## config.mk

```make
export PLATFORM = sky130hd
export DESIGN_NAME = chnl_rx_buf
export DESIGN_NICKNAME = d
export VERILOG_FILES = /design/src/rtl/chnl_pkg.sv /design/src/rtl/chnl_fifo.sv /design/src/rtl/chnl_repack.sv /design/src/rtl/chnl_rx_buf.sv
export SDC_FILE = /design/constraint.sdc
export NUM_CORES = 1
export LEC_CHECK = 0
export BUFFER_PORTS_ARGS = -buffer_cell sky130_fd_sc_hd__clkbuf_2
export CAP_MARGIN = 25
export CORE_MARGIN = 8
export CORE_UTILIZATION = 45
export DETAILED_ROUTE_END_ITERATION = 7
export HOLD_SLACK_MARGIN = 0.02
export PLACE_DENSITY_LB_ADDON = 0.05
export SLEW_MARGIN = 15
export SYNTH_ARGS = -nofsm -noshare
export SYNTH_HDL_FRONTEND = slang
export SYNTH_SLANG_ARGS = --single-unit
```

## constraint.sdc

```tcl
create_clock -name clk_i -period 4.3 [get_ports clk_i]
set_input_delay 0.43 -clock clk_i [delete_from_list [all_inputs] [get_ports clk_i]]
set_output_delay 0.43 -clock clk_i [all_outputs]
set_load 0.01 [all_outputs]
```

## src/rtl/chnl_pkg.sv

```systemverilog
// Shared definitions for the buffered CHNL receiver: FSM state encoding and
// the words-per-beat helper.
package chnl_pkg;

    typedef enum logic [1:0] {
        S_IDLE = 2'd0,
        S_ACK  = 2'd1,
        S_RECV = 2'd2,
        S_DONE = 2'd3
    } state_t;

    localparam int unsigned WORD_W = 32;

    function automatic int unsigned pw(input int unsigned pci_w);
        return pci_w / WORD_W;
    endfunction

endpackage

```

## src/rtl/chnl_fifo.sv

```systemverilog
// Synchronous FIFO with extra-bit wrapping pointers and registered full/empty flags.
module chnl_fifo #(
    parameter int W     = 32,
    parameter int DEPTH = 16
) (
    input  logic         clk,
    input  logic         rst_n,
    input  logic         push,
    input  logic [W-1:0] wdata,
    input  logic         pop,
    output logic [W-1:0] rdata,
    output logic         full,
    output logic         empty
);
    localparam int AW = $clog2(DEPTH);
    localparam logic [AW:0] FULL_CNT = (AW + 1)'(DEPTH);

    logic [W-1:0] mem_r [DEPTH];
    logic [AW:0]  wr_ptr_r, rd_ptr_r, wr_ptr_s, rd_ptr_s;
    logic         full_r, empty_r, do_push_s, do_pop_s;

    // Next-pointer computation; flags are derived from next pointers so they register cleanly.
    always_comb begin
        do_push_s = push && !full_r;
        do_pop_s  = pop && !empty_r;
        wr_ptr_s  = wr_ptr_r + {{AW{1'b0}}, do_push_s};
        rd_ptr_s  = rd_ptr_r + {{AW{1'b0}}, do_pop_s};
    end

    // Storage write port.
    always_ff @(posedge clk) begin
        if (do_push_s) begin
            mem_r[wr_ptr_r[AW-1:0]] <= wdata;
        end
    end

    // Pointer and flag registers.
    always_ff @(posedge clk or negedge rst_n) begin
        if (!rst_n) begin
            wr_ptr_r <= '0;
            rd_ptr_r <= '0;
            full_r   <= 1'b0;
            empty_r  <= 1'b1;
        end else begin
            wr_ptr_r <= wr_ptr_s;
            rd_ptr_r <= rd_ptr_s;
            full_r   <= (wr_ptr_s - rd_ptr_s) == FULL_CNT;
            empty_r  <= wr_ptr_s == rd_ptr_s;
        end
    end

    assign rdata = mem_r[rd_ptr_r[AW-1:0]];
    assign full  = full_r;
    assign empty = empty_r;

endmodule

```

## src/rtl/chnl_repack.sv

```systemverilog
// Width repacker: accepts IN words of W bits, emits OUT words of W bits, word 0 first.
module chnl_repack #(
    parameter int IN  = 1,
    parameter int OUT = 1,
    parameter int W   = 32
) (
    input  logic           clk,
    input  logic           rst_n,
    input  logic           in_val,
    output logic           in_rdy,
    input  logic [IN*W-1:0]  in_data,
    output logic           out_val,
    input  logic           out_rdy,
    output logic [OUT*W-1:0] out_data
);
    localparam int CAP = IN + OUT - 1;
    localparam int CW  = $clog2(CAP + 1);

    logic [CAP*W-1:0] buf_r, buf_s, shifted_s;
    logic [CW-1:0]    cnt_r, cnt_s;
    logic             pop_s, push_s;
    int               cnt_pop_s;

    assign out_val  = int'(cnt_r) >= OUT;
    assign out_data = buf_r[OUT*W-1:0];

    // Shift out the emitted word group, then append the incoming group behind what remains.
    always_comb begin
        pop_s     = out_val && out_rdy;
        cnt_pop_s = int'(cnt_r) - (pop_s ? OUT : 0);
        in_rdy    = (cnt_pop_s + IN) <= CAP;
        push_s    = in_val && in_rdy;
        shifted_s = pop_s ? (buf_r >> (OUT * W)) : buf_r;
        buf_s     = shifted_s;
        for (int k = 0; k < CAP; k++) begin
            if (push_s && k >= cnt_pop_s && k < cnt_pop_s + IN) begin
                buf_s[k*W +: W] = in_data[(k - cnt_pop_s)*W +: W];
            end else begin
                buf_s[k*W +: W] = shifted_s[k*W +: W];
            end
        end
        cnt_s = CW'(cnt_pop_s + (push_s ? IN : 0));
    end

    // Buffer and occupancy registers.
    always_ff @(posedge clk or negedge rst_n) begin
        if (!rst_n) begin
            buf_r <= '0;
            cnt_r <= '0;
        end else begin
            buf_r <= buf_s;
            cnt_r <= cnt_s;
        end
    end

endmodule

```

## src/rtl/chnl_rx_buf.sv

```systemverilog
// Buffered RIFFA/CHNL receiver: per-transaction FSM, length tracking with zero-padded
// final beat, beat FIFO and repacker. Optional counters under CHNL_RX_BUF_STATS_EN.
module chnl_rx_buf
    import chnl_pkg::*;
#(
    parameter int C_PCI_DATA_WIDTH = 32,
    parameter int RX_WIDTH         = 32,
    parameter int GCD              = 32,
    parameter int DEPTH            = 16
) (
    input  logic                        clk_i,
    input  logic                        rst_ni,
    output logic                        o_val,
    input  logic                        o_rdy,
    output logic [RX_WIDTH-1:0]         o_data,
    output logic                        busy,
    output logic                        err_short,
    output logic                        CHNL_RX_CLK,
    input  logic                        CHNL_RX,
    output logic                        CHNL_RX_ACK,
    input  logic                        CHNL_RX_LAST,
    input  logic [31:0]                 CHNL_RX_LEN,
    input  logic [30:0]                 CHNL_RX_OFF,
    input  logic [C_PCI_DATA_WIDTH-1:0] CHNL_RX_DATA,
    input  logic                        CHNL_RX_DATA_VALID,
    output logic                        CHNL_RX_DATA_REN
`ifdef CHNL_RX_BUF_STATS_EN
    ,
    output logic [31:0]                 stat_txn,
    output logic [31:0]                 stat_beats
`endif
);
    localparam int PW = int'(pw(C_PCI_DATA_WIDTH));

    state_t                      state_r;
    logic [31:0]                 rem_r, dec_s;
    logic                        ack_r, busy_r, err_r;
    logic                        full_s, empty_s, ren_s, accept_s, last_s, rp_rdy_s;
    logic [C_PCI_DATA_WIDTH-1:0] beat_s, head_s;
    logic                        unused_s;

    assign unused_s         = ^{CHNL_RX_LAST, CHNL_RX_OFF};
    assign CHNL_RX_CLK      = clk_i;
    assign ren_s            = (state_r == S_RECV) && !full_s;
    assign CHNL_RX_DATA_REN = ren_s;
    assign accept_s         = CHNL_RX_DATA_VALID && ren_s;
    assign CHNL_RX_ACK      = ack_r;
    assign busy             = busy_r;
    assign err_short        = err_r;

    // Zero the words of the final beat that lie beyond the transaction length.
    always_comb begin
        last_s = rem_r <= 32'(PW);
        dec_s  = last_s ? rem_r : 32'(PW);
        beat_s = CHNL_RX_DATA;
        for (int w = 0; w < PW; w++) begin
            if (last_s && 32'(w) >= rem_r) begin
                beat_s[w*32 +: 32] = 32'd0;
            end else begin
                beat_s[w*32 +: 32] = CHNL_RX_DATA[w*32 +: 32];
            end
        end
    end

    // Transaction FSM with registered ACK, busy and short-transfer pulse.
    always_ff @(posedge clk_i or negedge rst_ni) begin
        if (!rst_ni) begin
            state_r <= S_IDLE;
            rem_r   <= 32'd0;
            ack_r   <= 1'b0;
            busy_r  <= 1'b0;
            err_r   <= 1'b0;
        end else begin
            ack_r <= 1'b0;
            err_r <= 1'b0;
            case (state_r)
                S_IDLE: begin
                    if (CHNL_RX) begin
                        rem_r   <= CHNL_RX_LEN;
                        ack_r   <= 1'b1;
                        busy_r  <= 1'b1;
                        state_r <= S_ACK;
                    end
                end
                S_ACK: begin
                    state_r <= (rem_r == 32'd0) ? S_DONE : S_RECV;
                end
                S_RECV: begin
                    if (accept_s) begin
                        rem_r <= rem_r - dec_s;
                    end
                    if (accept_s && last_s) begin
                        state_r <= S_DONE;
                    end else if (!CHNL_RX) begin
                        err_r   <= 1'b1;
                        busy_r  <= 1'b0;
                        state_r <= S_IDLE;
                    end
                end
                S_DONE: begin
                    if (!CHNL_RX) begin
                        busy_r  <= 1'b0;
                        state_r <= S_IDLE;
                    end
                end
                default: begin
                    busy_r  <= 1'b0;
                    state_r <= S_IDLE;
                end
            endcase
        end
    end

    chnl_fifo #(
        .W     (C_PCI_DATA_WIDTH),
        .DEPTH (DEPTH)
    ) u_fifo (
        .clk   (clk_i),
        .rst_n (rst_ni),
        .push  (accept_s),
        .wdata (beat_s),
        .pop   (rp_rdy_s && !empty_s),
        .rdata (head_s),
        .full  (full_s),
        .empty (empty_s)
    );

    chnl_repack #(
        .IN  (C_PCI_DATA_WIDTH / GCD),
        .OUT (RX_WIDTH / GCD),
        .W   (GCD)
    ) u_repack (
        .clk      (clk_i),
        .rst_n    (rst_ni),
        .in_val   (!empty_s),
        .in_rdy   (rp_rdy_s),
        .in_data  (head_s),
        .out_val  (o_val),
        .out_rdy  (o_rdy),
        .out_data (o_data)
    );

`ifdef CHNL_RX_BUF_STATS_EN
    // Free-running transaction and beat counters.
    always_ff @(posedge clk_i or negedge rst_ni) begin
        if (!rst_ni) begin
            stat_txn   <= 32'd0;
            stat_beats <= 32'd0;
        end else begin
            if (state_r == S_ACK) begin
                stat_txn <= stat_txn + 32'd1;
            end
            if (accept_s) begin
                stat_beats <= stat_beats + 32'd1;
            end
        end
    end
`endif

endmodule

```

# Word-level counts from Yosys, hierarchy flattened
# Memories as Yosys holds them, arrays and structs flattened.
# Cells that the tools add are included.
[word_totals]
reg_bits = 82
ramBits = 512
in_bits = 101
output_inout_bits = 38
word_cells = 79
memories = 1
[op_classes]
n_addsub = 8
n_lt_le_gt_ge = 6
eq_ne = 8
n_shift = 1
mux = 25
reduce_logical = 19
[mem_list]
columns = ["name", "words", "word_bits", "rd", "rd_ports_with_merged_regs", "write_ports", "line", "source"]
rows = [
  ["u_fifo.mem_r", 16, 32, 1, 0, 1, "chnl_fifo.sv:18", "logic [W-1:0] mem_r [DEPTH];"],
]
[op_table]
columns = ["operator", "n"]
rows = [
  ["32-bit 2-to-1 mux", 6],
  ["1-bit by 32-bit >= comparator with 1-bit output (first input constant)", 2],
  ["32-bit case mux with 2 select lines", 1],
  ["32-bit by 2-bit adder with 32-bit output (second input constant)", 1],
  ["32-bit by 1-bit less-or-equal comparator with 1-bit output (second input constant)", 1],
  ["32-bit by 2-bit less-or-equal comparator with 1-bit output (second input constant)", 1],
  ["32-bit zero test", 1],
  ["1-bit by 32-bit less-than comparator with 1-bit output (first input constant)", 1],
  ["32-bit by 32-bit variable part select with 32-bit output", 1],
  ["32-bit subtractor", 1],
  ["1-bit by 27-bit subtractor with 27-bit output (first input constant)", 1],
  ["1-bit 2-to-1 mux", 13],
  ["5-bit by 1-bit adder with 5-bit output", 2],
  ["1-bit logical AND", 10],
  ["2-bit case mux with 4 select lines", 1],
  ["2-bit 2-to-1 mux", 3],
  ["2-bit inequality test (second input constant)", 3],
  ["3-bit AND reduction", 2],
  ["5-bit equality test", 1],
  ["5-bit equality test (second input constant)", 1],
  ["5-bit subtractor", 1],
  ["2-bit equality test (second input constant)", 2],
  ["2-bit nonzero test", 2],
  ["1-bit case mux with 3 select lines", 1],
  ["other kinds (7)", 8],
]

# Longest topological paths before layout
# Gate-level depths: netlist of run 1.
[logic_depth]
ltp_word = 11
depth_mapped = 12
mapped_depth_nobuf = 11

# Modules after synthesis
# Synthesis of run 1 repeated with hierarchy kept, for this count alone.
[unflattened]
hier_cells = 1391
area_unflattened_um2 = 24783.8
[by_module_without_submodules]
columns = ["mod", "instances", "cells_each", "area_each_um2", "seq_area_each_um2"]
rows = [
  ["chnl_fifo", 1, 888, 20155.6, 15676.3],
  ["chnl_rx_buf", 1, 321, 2578.7, 925.9],
  ["chnl_repack", 1, 182, 2049.5, 825.8],
]

==> reports/results.txt, run 1 <==
n_diodes = 0
CP startpoint kind = register
Peak Freq = 301 MHz
hold path cells = 3
Max-Cap Viols = 0
Critical R2R Launch = rem_r[21]
hold_sp = CHNL_RX_LEN[14]
Slew Viols, Final = 0
Mapped Nets = 1358
mapped cell area = 0.0237 mm²
FFs w/ async S/R, synth = 13.8%
Mean Syn Cell Area = 19.0 µm²
number of vias in the routed layout = 12.3k
worst r2r path cells = 11
DRT iter0 DRCs = 927
Chip Height = 245 µm
Worst Tran Pin Value = 0.934 ns
antenna-violating nets left = 0
Final Hold Violating Endpoints = 0
initial antenna violation count = 1
total CTS buffers = 66
setup TNS = 0 ns
final instance area = 0.0275 mm²
Mapped Cells = 1248
Max transition margin = 37.6%
Placed Cells = 2018
first-pass GRT wire length = 82800 µm
Lkg Pwr = 9.53 nW
commonest non-fill, non-tap cell in the layout = edfxtp_1
largest area contributor in the netlist = edfxtp_1
Std-Cell Rows = 84
minimum clock period after layout = 3.32 ns
Layout area overhead = 16.2%
status = completed
WHS Endpoint = rem_r[14]
core area = 0.0523 mm²
clk_skew = 0.0204 ns
DPL Wire Length = 31200 µm
Nets = 1513
gr ovfl total = 0
final core utilization = 52.6%
vias in the first global route = 12.9k
Post-synth EDFFs = 512
FILL cells = 4215
most common flop cell mapped by yosys = edfxtp_1
clk_lat worst skew = 0.59 ns
TritonRoute pass-1 iters = 5
Starting Density = 45.3%
endpoints failing setup = 0
WL/cell = 25.7 µm
r2r endpoint = rem_r[24]
Clock Pin Slew Worst Setup and Hold Paths = 0.06 ns
clk buf depth = 3
HP Class = in2reg
CP endpoint kind = register
postcts setup bufs = 0
number of H-tree levels = 3
CTS tree = yes
Worst Setup Path Type = reg2reg
CP Data Required Time = 4.77 ns
largest net degree at the start of global routing = 53
Total Routing Usage GR = 18.5%
Final Routed Wirelength = 55000 µm
top cell type's share of synthesized area = 64.9%
Worst R2R Setup Slack = 0.98 ns
#FFs+latches synth = 594
# IOs = 139
global placement routability congestion = 0.794
ranking of synthesized cells by area = edfxtp_1, mux4_2, dfrtp_1
placed cell area = 0.0254 mm²
peak fanout along the critical path = 10
Port Buf Inserts = 106
die area = 0.0602 mm²
Root Driver = clkbuf_16
share of cells above drive strength 1 = 27.5%
DRC = 0
maximum vdd drop = 374 µV
highest-count cells in the layout ignoring fill and taps = edfxtp_1, mux4_2, clkbuf_2, dfrtp_1, clkbuf_16
vias per cell = 5.73
Yosys Warn Count = 0
die width = 245 µm
pwr dens = 650 mW/mm²
Netlist cell types = 63
final worst path period share = 77.2%
hold_ws = 0.0852 ns
RSZ-0062 raised after global routing = false
crit path DAT = 3.79 ns
Non-Filler Instances = 2144
sequential fraction of the synthesis area = 73.6%
## metrics by stage
| stage | power [W] | setup WS, ns |
|---|---|---|
| global placement | 0.0126 | 1.05 |
| floorplan | 0.0110 | 0.342 |
| detailed placement | 0.0126 | 1.04 |
| finish | 0.0179 | 0.982 |
| CTS | 0.0182 | 0.994 |
| global route | 0.0188 | 0.672 |
## cells in the mapped netlist (all sizes together) (6+ instances only)
cell type and count:
a211oi 6, a21o 34, a21oi 22, a31oi 8, and2b 17, buf 30, clkbuf 37, dfrtp 81
edfxtp 512, ha 9, inv 12, mux2i 67, mux4 128, nand2 25, nand2b 8, nand3 17
nor2 48, nor2b 18, nor3 19, nor4 17, o21ai 18, o22a 8, o22ai 38, or4 8
xor2 6
## how the worst max path moves through the flow
| stage | start | cells after the start | to |
|---|---|---|---|
| after global placement | rem_r[21] | 11 | rem_r[24] |
| after CTS | clk_i | 4 | CHNL_RX_CLK |
| final | rem_r[21] | 11 | rem_r[24] |
| after detailed placement | rem_r[13] | 11 | rem_r[24] |
| after global routing | rem_r[13] | 11 | rem_r[30] |
| after floorplan | state_r[1] | 5 | u_fifo.mem_r[0][0] |
## where the power goes
part	total, W	internal, W	switching [W]
Clock	0.00549	0.00325	0.00224
Sequential	0.00756	0.00688	0.000675
Combinational	0.00484	0.00236	0.00249
## worst max-delay path, stage by stage, from the launching register on
cell	delay, ns
dfrtp_1	0.46
nor4_1	0.11
nand4_1	0.23
nor3_1	0.09
buf_4	0.17
a21o_1	0.18
ha_1	0.20
or4_4	0.46
or2_1	0.39
or4_4	0.54
o22a_1	0.20
o22a_1	0.18
## timing repair
item                                   in CTS  in global routing
resized for setup                           0                  0
hold buffers                                1                  0
endpoints found under the hold margin      50                  0
## sequential cells by signal, summed over array words and instances, names as in the netlist
name / flops
u_fifo.full: 1
CHNL_RX_ACK: 1
rem_r: 32
err_short: 1
u_repack.out_data: 32
u_fifo.rd_ptr_r: 5
u_fifo.mem_r: 512
state_r: 2
u_fifo.empty: 1
busy: 1
u_repack.cnt_r: 1
u_fifo.wr_ptr_r: 5
## routing by layer
layer	wire, µm	part of all wire (%)	track usage, %	vias to the layer above
li1	-	-	-	5454
met1	24600	45	25.4	6484
met2	27100	49	30.4	281
met3	2220	4.0	3.21	73
met4	1070	1.9	4.88	0
met5	0	0	0	-
## cell type report
cell class                      count  area [µm²]  area share [%]
Tap cell                          688         861            3.13
Timing Repair Buffer              153        1010            3.67
Multi-Input combinational cell    574        6080            22.1
Inverter                           13        48.8           0.177
Clock buffer                       91        1800            6.53
Sequential cell                   594       17400            63.3
Clock inverter                     31         304            1.10
## logic make-up (layout without fill, tap and decap cells)
logic type / after synthesis / count (layout) / share of synthesized area (%)
AOI/OAI and AO/OA: 164 / 164 / 4.70
xor gates and xnor gates: 9 / 9 / 0.391
adders and majority gates: 9 / 9 / 0.475
buffers and inverters: 80 / 288 / 1.37
DFF: 594 / 594 / 73.6
muxes: 195 / 195 / 15.0
and+or+nand+nor: 197 / 197 / 4.51
(Power assumes the default switching activity.)
==> inputs of run 2 (changes only) <==
--- a/config.mk
+++ b/config.mk
@@ -5,6 +5,7 @@
 export SDC_FILE = /design/constraint.sdc
 export NUM_CORES = 1
 export LEC_CHECK = 0
+export ABC_AREA = 1
 export BUFFER_PORTS_ARGS = -buffer_cell sky130_fd_sc_hd__clkbuf_2
 export CAP_MARGIN = 25
 export CORE_MARGIN = 8
==> constraint.sdc (replaced) <==
create_clock -name clk_i -period 3.4 [get_ports clk_i]
set_input_delay 0.34 -clock clk_i [delete_from_list [all_inputs] [get_ports clk_i]]
set_output_delay 0.34 -clock clk_i [all_outputs]
set_load 0.01 [all_outputs]
==> run 2 against run 1 <==
Effect of this change: combinational power increased by 69%; non-clock buffer count grew 13; critical path depth increased by 6; clock skew shrank 0.0069 ns; final area up 2.7%; clock power increased by 26%; wire length up 19%.
==> reports/results.txt, run 2 <==
status = completed
top cell type's share of synthesized area = 62.4% (-2.5 points)
number of H-tree levels = 3 (unchanged)
Netlist cell types = 33 (-48%)
Clock Pin Slew Worst Setup and Hold Paths = 0.05 ns (about the same)
top cells by count, synth = edfxtp_1, nor2_1, o21ai_0
Final WS setup = 0.506 ns (-0.476 ns)
CP endpoint kind = register
RSZ-0062 raised after global routing = false
WL/cell = 22.0 µm (-14%)
mapped cell area = 0.0246 mm² (+4.0%)
n_diodes = 0 (unchanged)
Worst Tran Pin Value = 0.993 ns (+0.0586 ns)
Final Hold Violating Endpoints = 0 (unchanged)
Mapped Nets = 2223 (+64%)
HP Class = in2reg
DPL Wire Length = 35900 µm (+15%)
Sw Ratio = 36.7% (+6.5 points)
Buf+Inv Stages, Crit Path = 1 (unchanged)
Nets = 2331 (+54%)
total CTS buffers = 66 (unchanged)
Design Power = 0.0243 W (+36%)
Std-Cell Rows = 85 (+1.2%)
vias per cell = 5.54 (-3.3%)
placement-stage worst setup slack = 0.335 ns (-0.700 ns)
CP top delay family = simple AND/OR/NAND/NOR gates
CP Data Required Time = 3.85 ns (-0.92 ns)
Slew Viols, Final = 0 (unchanged)
Yosys Warn Count = 0 (unchanged)
share of cells above drive strength 1 = 12.9% (-15 points)
first-pass GRT wire length = 99400 µm (+20%)
global placement routability congestion = 0.828 (+4.3%)
clk buf depth = 3 (unchanged)
FILL cells = 4743 (+13%)
antenna-violating nets left = 0 (unchanged)
Lkg Pwr = 10.1 nW (+6.4%)
minimum clock period after layout = 2.89 ns (-0.424 ns)
Chip Height = 250 µm (+1.8%)
Layout area overhead = 14.8%
Port Buf Inserts = 106 (unchanged)
Starting Density = 45.6% (+0.34 points)
met3 Usage GRT = 3.48% (+0.27 points)
final worst path period share = 85.1% (+7.9 points)
highest-count cells in the layout ignoring fill and taps = edfxtp_1, nor2_1, o21ai_0, nand2_1, inv_1
met2 Use GR = 34.9% (+4.5 points)
Switch Pwr = 0.00891 W (+65%)
Max transition margin = 33.5% (-4.0 points)
gr ovfl total = 0 (unchanged)
Total Routing Usage GR = 20.6% (+2.2 points)
max FFs per register = 512 (unchanged)
ranking of synthesized cells by area = edfxtp_1, dfrtp_1, o21ai_0
clk_lat worst skew = 0.58 ns (about the same)
DRC = 0 (unchanged)
TritonRoute pass-1 iters = 6 (+1)
maximum vdd drop = 669 µV (+79%)
final core utilization = 52.3% (-0.29 points)
worst-path cell chain = nor2_1 -> nand2_1 -> nor2_1 -> nand2_1 -> nor2_4 -> nor2_2 -> inv_1 -> ha_1 -> nor2_2 -> nand2_1 -> nor2_1 -> nand2_1 -> nor2_1 -> nand2_1 -> xor2_1 -> nor2_1 -> o21ai_0
vias in the first global route = 16.3k (+27%)
DRT iter0 DRCs = 1193 (+29%)
largest area contributor in the netlist = edfxtp_1
die area = 0.0625 mm² (+3.7%)
Crit-path slowest cell = dfrtp_1
hold_ws = 0.0671 ns (-0.0181 ns)
Final Routed Wirelength = 65300 µm (+19%)
most common cell in the netlist = edfxtp_1
crit path DAT = 3.34 ns (-0.45 ns)
Mean Syn Cell Area = 11.7 µm² (-39%)
pwr dens = 858 mW/mm² (+32%)
core area = 0.0540 mm² (+3.2%)
Critical Path Max Stage Delay = 0.38 ns (-0.16 ns)
commonest non-fill, non-tap cell in the layout = edfxtp_1
endpoints failing setup = 0 (unchanged)
FFs w/ async S/R, synth = 13.8% (unchanged)
setup TNS = 0 ns (unchanged)
initial antenna violation count = 0 (-1)
Worst Setup Path Type = reg2reg
largest net degree at the start of global routing = 193 (+260%)
Max-Cap Viols = 0 (unchanged)
#FFs+latches synth = 594 (unchanged)
sequential power share = 37.9% (-4.3 points)
most common flop cell mapped by yosys = edfxtp_1
Combinational Power Share = 33.7% (+6.6 points)
peak fanout along the critical path = 8 (-2)
internal power = 0.0153 W (+23%)
CP startpoint kind = register
Root Driver = clkbuf_16
Post-synth EDFFs = 512 (unchanged)
Mapped Cells = 2113 (+69%)
GR peak layer = met2
clock power share = 28.4% (-2.3 points)
postcts setup bufs = 0 (unchanged)
sequential fraction of the synthesis area = 70.7% (-2.8 points)
number of vias in the routed layout = 16.4k (+34%)
die width = 250 µm (+1.8%)
clk_skew = 0.0135 ns (-0.00688 ns)
Peak Freq = 346 MHz (+15%)
global-route track usage on met1 = 27.6% (+2.2 points)
CTS tree = yes
# IOs = 139 (unchanged)
==> run 2: cell types whose count changed after synthesis, moves of 67 or more <==
cell and delta:
o21ai_0 +280, o21ai_1 +67, mux4_2 -128, mux2i_1 -67
nand2_1 +189, nor2_1 +348, inv_1 +114
==> run 2: kinds of logic (layout without fill, tap and decap cells) <==
kind of cell               Yosys count  after routing  synth area share (%)
AOI/OAI and AO/OA                  531            531                  12.2
xor gates and xnor gates            12             12                 0.427
adders and majority gates            9              9                 0.457
buffers and inverters              259            415                  4.66
DFF                                594            594                  70.7
and+or+nand+nor                    708            708                  11.5
==> run 2: path summary, 6_finish.rpt <==
| check | from | end | slack, ns | cells past startpoint |
|---|---|---|---|---|
| max | rem_r[18] | rem_r[22] | 0.51 | 17 |
| min | CHNL_RX_LEN[1] | rem_r[1] | 0.07 | 3 |
| max reg2reg | rem_r[18] | rem_r[22] | 0.51 | 17 |
| min reg2reg | u_fifo.wr_ptr_r[4] | u_fifo.wr_ptr_r[4] | 0.49 | 1 |
| max in group asynchronous | rst_ni | u_repack.out_data[15] | 2.25 | 4 |
| min in group asynchronous | rst_ni | u_repack.out_data[17] | 0.24 | 2 |
==> run 2: power groups by stage <==
stage	clock, W	sequential, W	combinational, W
final	0.00689	0.00920	0.00817
after CTS	0.00704	0.00920	0.00825
after floorplan	0.0000242	0.00929	0.00566
after detailed placement	0.0000177	0.00934	0.00822
after global placement	0.0000177	0.00931	0.00812
after global routing	0.00732	0.00929	0.00919
==> run 2: worst register-to-register path: stages, from the launching register on <==
cell	delay [ns]
dfrtp_1	0.38
nor2_1	0.08
nand2_1	0.09
nor2_1	0.07
nand2_1	0.20
nor2_4	0.07
nor2_2	0.32
inv_1	0.09
ha_1	0.21
nor2_2	0.15
nand2_1	0.11
nor2_1	0.28
nand2_1	0.13
nor2_1	0.18
nand2_1	0.09
xor2_1	0.15
nor2_1	0.08
o21ai_0	0.08
==> run 2: layout make-up <==
cell class	instances	area (µm²)	share of cell area [%]
clock buffer	102	1910	6.76
clock inverter	15	164	0.580
inverter	132	502	1.77
multi-input combinational	1260	6210	22.0
sequential	594	17400	61.7
tap	696	871	3.08
timing repair buffer	166	1180	4.16
==> run 2: metrics by stage <==
stage,cell area (µm²),cells
finish,28300,2965
global route,28300,2965
CTS,28200,2960
detailed placement,26100,2841
global placement,26100,2841
floorplan,24600,2113
==> run 2: routing by layer <==
| layer | routed length, µm | vias up |
|---|---|---|
| met1 | 28900 | 8185 |
| met2 | 31900 | 402 |
| met5 | 0 | - |
| met3 | 3240 | 90 |
| met4 | 1330 | 0 |
| li1 | - | 7760 |
==> run 2: repair_timing <==
item	CTS	global route
hold endpoints to repair	67	0
hold buffers	3	0
resized for setup	0	1
setup endpoints to repair	0	3
==> inputs of run 3 (changes only) <==
--- a/config.mk
+++ b/config.mk
@@ -5,14 +5,14 @@
 export SDC_FILE = /design/constraint.sdc
 export NUM_CORES = 1
 export LEC_CHECK = 0
-export ABC_AREA = 1
 export BUFFER_PORTS_ARGS = -buffer_cell sky130_fd_sc_hd__clkbuf_2
-export CAP_MARGIN = 25
+export CAP_MARGIN = 20
 export CORE_MARGIN = 8
 export CORE_UTILIZATION = 45
 export DETAILED_ROUTE_END_ITERATION = 7
 export HOLD_SLACK_MARGIN = 0.02
 export PLACE_DENSITY_LB_ADDON = 0.05
+export SETUP_SLACK_MARGIN = 0.1
 export SLEW_MARGIN = 15
 export SYNTH_ARGS = -nofsm -noshare
 export SYNTH_HDL_FRONTEND = slang
==> run 3 against run 2 <==
Effect of this change: clock-buffer cell count fell by 10; power fell by 5.8%; via count fell by 24%; die area fell by 3.6%; final area fell by 1.5%; cell count fell by 27%; wire length fell by 14%; clock power rose by 3.0%; non-clock buffer count did not move; largest cell class unchanged; maximum frequency fell by 4.6%; utilization rose by 0.90 points.
==> reports/results.txt, run 3 (synthesis gave the netlist of run 1 again) <==
number of vias in the routed layout = 12.4k (-24%)
Clock Pin Slew Worst Setup and Hold Paths = 0.06 ns (about the same)
commonest non-fill, non-tap cell in the layout = edfxtp_1
Final Routed Wirelength = 56200 µm (-14%)
Chip Height = 245 µm (-1.8%)
CP Data Required Time = 3.86 ns (about the same)
placement-stage worst setup slack = 0.239 ns (-0.0955 ns)
peak fanout along the critical path = 10 (+2)
CP startpoint kind = register
Peak Freq = 330 MHz (-4.6%)
vias per cell = 5.76 (+3.8%)
Slew Viols, Final = 0 (unchanged)
die width = 245 µm (-1.8%)
core area = 0.0523 mm² (-3.1%)
status = completed
Crit-path slowest cell = or4_4
placed cell area = 0.0256 mm² (-2.1%)
crit path DAT = 3.50 ns (+0.16 ns)
# IOs = 139 (unchanged)
number of H-tree levels = 3 (unchanged)
DRC = 0 (unchanged)
pwr dens = 820 mW/mm² (-4.4%)
first-pass GRT wire length = 84700 µm (-15%)
n_diodes = 0 (unchanged)
Worst Tran Pin Value = 1.03 ns (+0.0355 ns)
share of cells above drive strength 1 = 28.3% (+15 points)
DPL Wire Length = 31100 µm (-13%)
setup TNS = 0 ns (unchanged)
die area = 0.0602 mm² (-3.6%)
clk_skew = 0.0253 ns (+0.0118 ns)
minimum clock period after layout = 3.03 ns (+0.141 ns)
CTS tree = yes
TritonRoute pass-1 iters = 5 (-1)
Final Hold Violating Endpoints = 0 (unchanged)
CP endpoint kind = register
Starting Density = 45.3% (-0.34 points)
clk_lat worst skew = 0.60 ns (+0.02 ns)
worst-path cell chain = nor4_2 -> nand4_1 -> nor3_1 -> a21o_1 -> ha_1 -> or4_4 -> or2_4 -> or4_4 -> o22a_1 -> o22a_1
RSZ-0062 raised after global routing = false
Total Routing Usage GR = 18.9% (-1.8 points)
DRT iter0 DRCs = 871 (-27%)
endpoints failing setup = 0 (unchanged)
Max transition margin = 31.3% (-2.3 points)
Critical Path Max Stage Delay = 0.51 ns (+0.13 ns)
HP Class = in2reg
max FFs per register = 512 (unchanged)
maximum vdd drop = 567 µV (-15%)
Std-Cell Rows = 84 (-1.2%)
Lkg Pwr = 9.67 nW (-4.7%)
global placement routability congestion = 0.776 (-6.2%)
gr ovfl total = 0 (unchanged)
initial antenna violation count = 1 (+1)
largest net degree at the start of global routing = 72 (-63%)
WL/cell = 26.0 µm (+18%)
clk buf depth = 3 (unchanged)
highest-count cells in the layout ignoring fill and taps = edfxtp_1, mux4_2, clkbuf_2, dfrtp_1
Max-Cap Viols = 0 (unchanged)
Port Buf Inserts = 106 (unchanged)
total CTS buffers = 66 (unchanged)
antenna-violating nets left = 0 (unchanged)
Layout area overhead = 17.6%
Final WS setup = 0.365 ns (-0.141 ns)
final worst path period share = 89.3% (+4.1 points)
Worst Setup Path Type = reg2reg
Root Driver = clkbuf_16
final instance area = 0.0279 mm² (-1.5%)
Nets = 1526 (-35%)
vias in the first global route = 13.0k (-20%)
postcts setup bufs = 0 (unchanged)
FILL cells = 4207 (-11%)
[run 3: cell types whose count changed in the layout (fill, tap and decap cells not counted), moves of 37 or more]
cell and delta:
o21ai_0 -280, o221ai_1 -65, nand2_1 -190, nor2_1 -341, mux2i_1 +67, o21ai_1 -67, mux4_2 +128, nand3_1 -58
o22ai_1 -37, inv_1 -113
[run 3: final timing paths]
check	from	end	slack, ns	depth (start not counted)
min in group asynchronous	rst_ni	rem_r[28]	0.26	2
min reg2reg	u_repack.out_data[24]	u_repack.out_data[24]	0.47	1
max reg2reg	rem_r[21]	rem_r[24]	0.37	10
min	CHNL_RX_LEN[13]	rem_r[13]	0.07	3
max	rem_r[21]	rem_r[24]	0.37	10
max in group asynchronous	rst_ni	u_repack.out_data[9]	2.26	4
[run 3: layout make-up]
cell class                 count  area [µm²]  area share [%]
sequential                   594       17400            62.6
multi-input combinational    574        6110            21.9
clock buffer                  92        1830            6.57
timing repair buffer         166        1240            4.45
tap                          688         861            3.09
clock inverter                29         332            1.19
inverter                      13        48.8           0.175
[run 3: worst max-delay path: cells and delay by family, from the launching register on]
kind | cells | cell delay (ns)
compound gates | 3 | 0.55
fa+ha+maj | 1 | 0.20
flops | 1 | 0.45
simple gates | 6 | 1.72
[run 3: timing repair]
item | CTS | global route
setup endpoints to repair | 0 | 5
resized for setup | 0 | 2
hold buffers | 10 | 0
hold endpoints to repair | 78 | 0
[run 3: layer usage]
metal | track usage [%] | vias up | share of wire (%)
li1 | - | 5458 | -
met1 | 25.9 | 6572 | 44
met2 | 31.3 | 290 | 50
met3 | 3.20 | 92 | 4.1
met4 | 4.93 | 0 | 2.0
met5 | 0 | - | 0
[run 3: power by group]
group	leakage (nW)	internal (W)	switching, W	total (W)
Combinational	3.02	0.00302	0.00330	0.00631
Clock	1.06	0.00425	0.00285	0.00710
Sequential	5.59	0.00871	0.000726	0.00943
[run 3: per-stage QoR]
step | hold slack, ns | util, % | cells | power (W)
global route | 0.0676 | 53.2 | 2156 | 0.0240
global placement | 0.443 | 48.8 | 2024 | 0.0159
detailed placement | 0.443 | 48.8 | 2024 | 0.0160
floorplan | 0.0444 | - | 1248 | 0.0140
finish | 0.0733 | 53.2 | 2156 | 0.0228
CTS | 0.0378 | 53.1 | 2154 | 0.0232
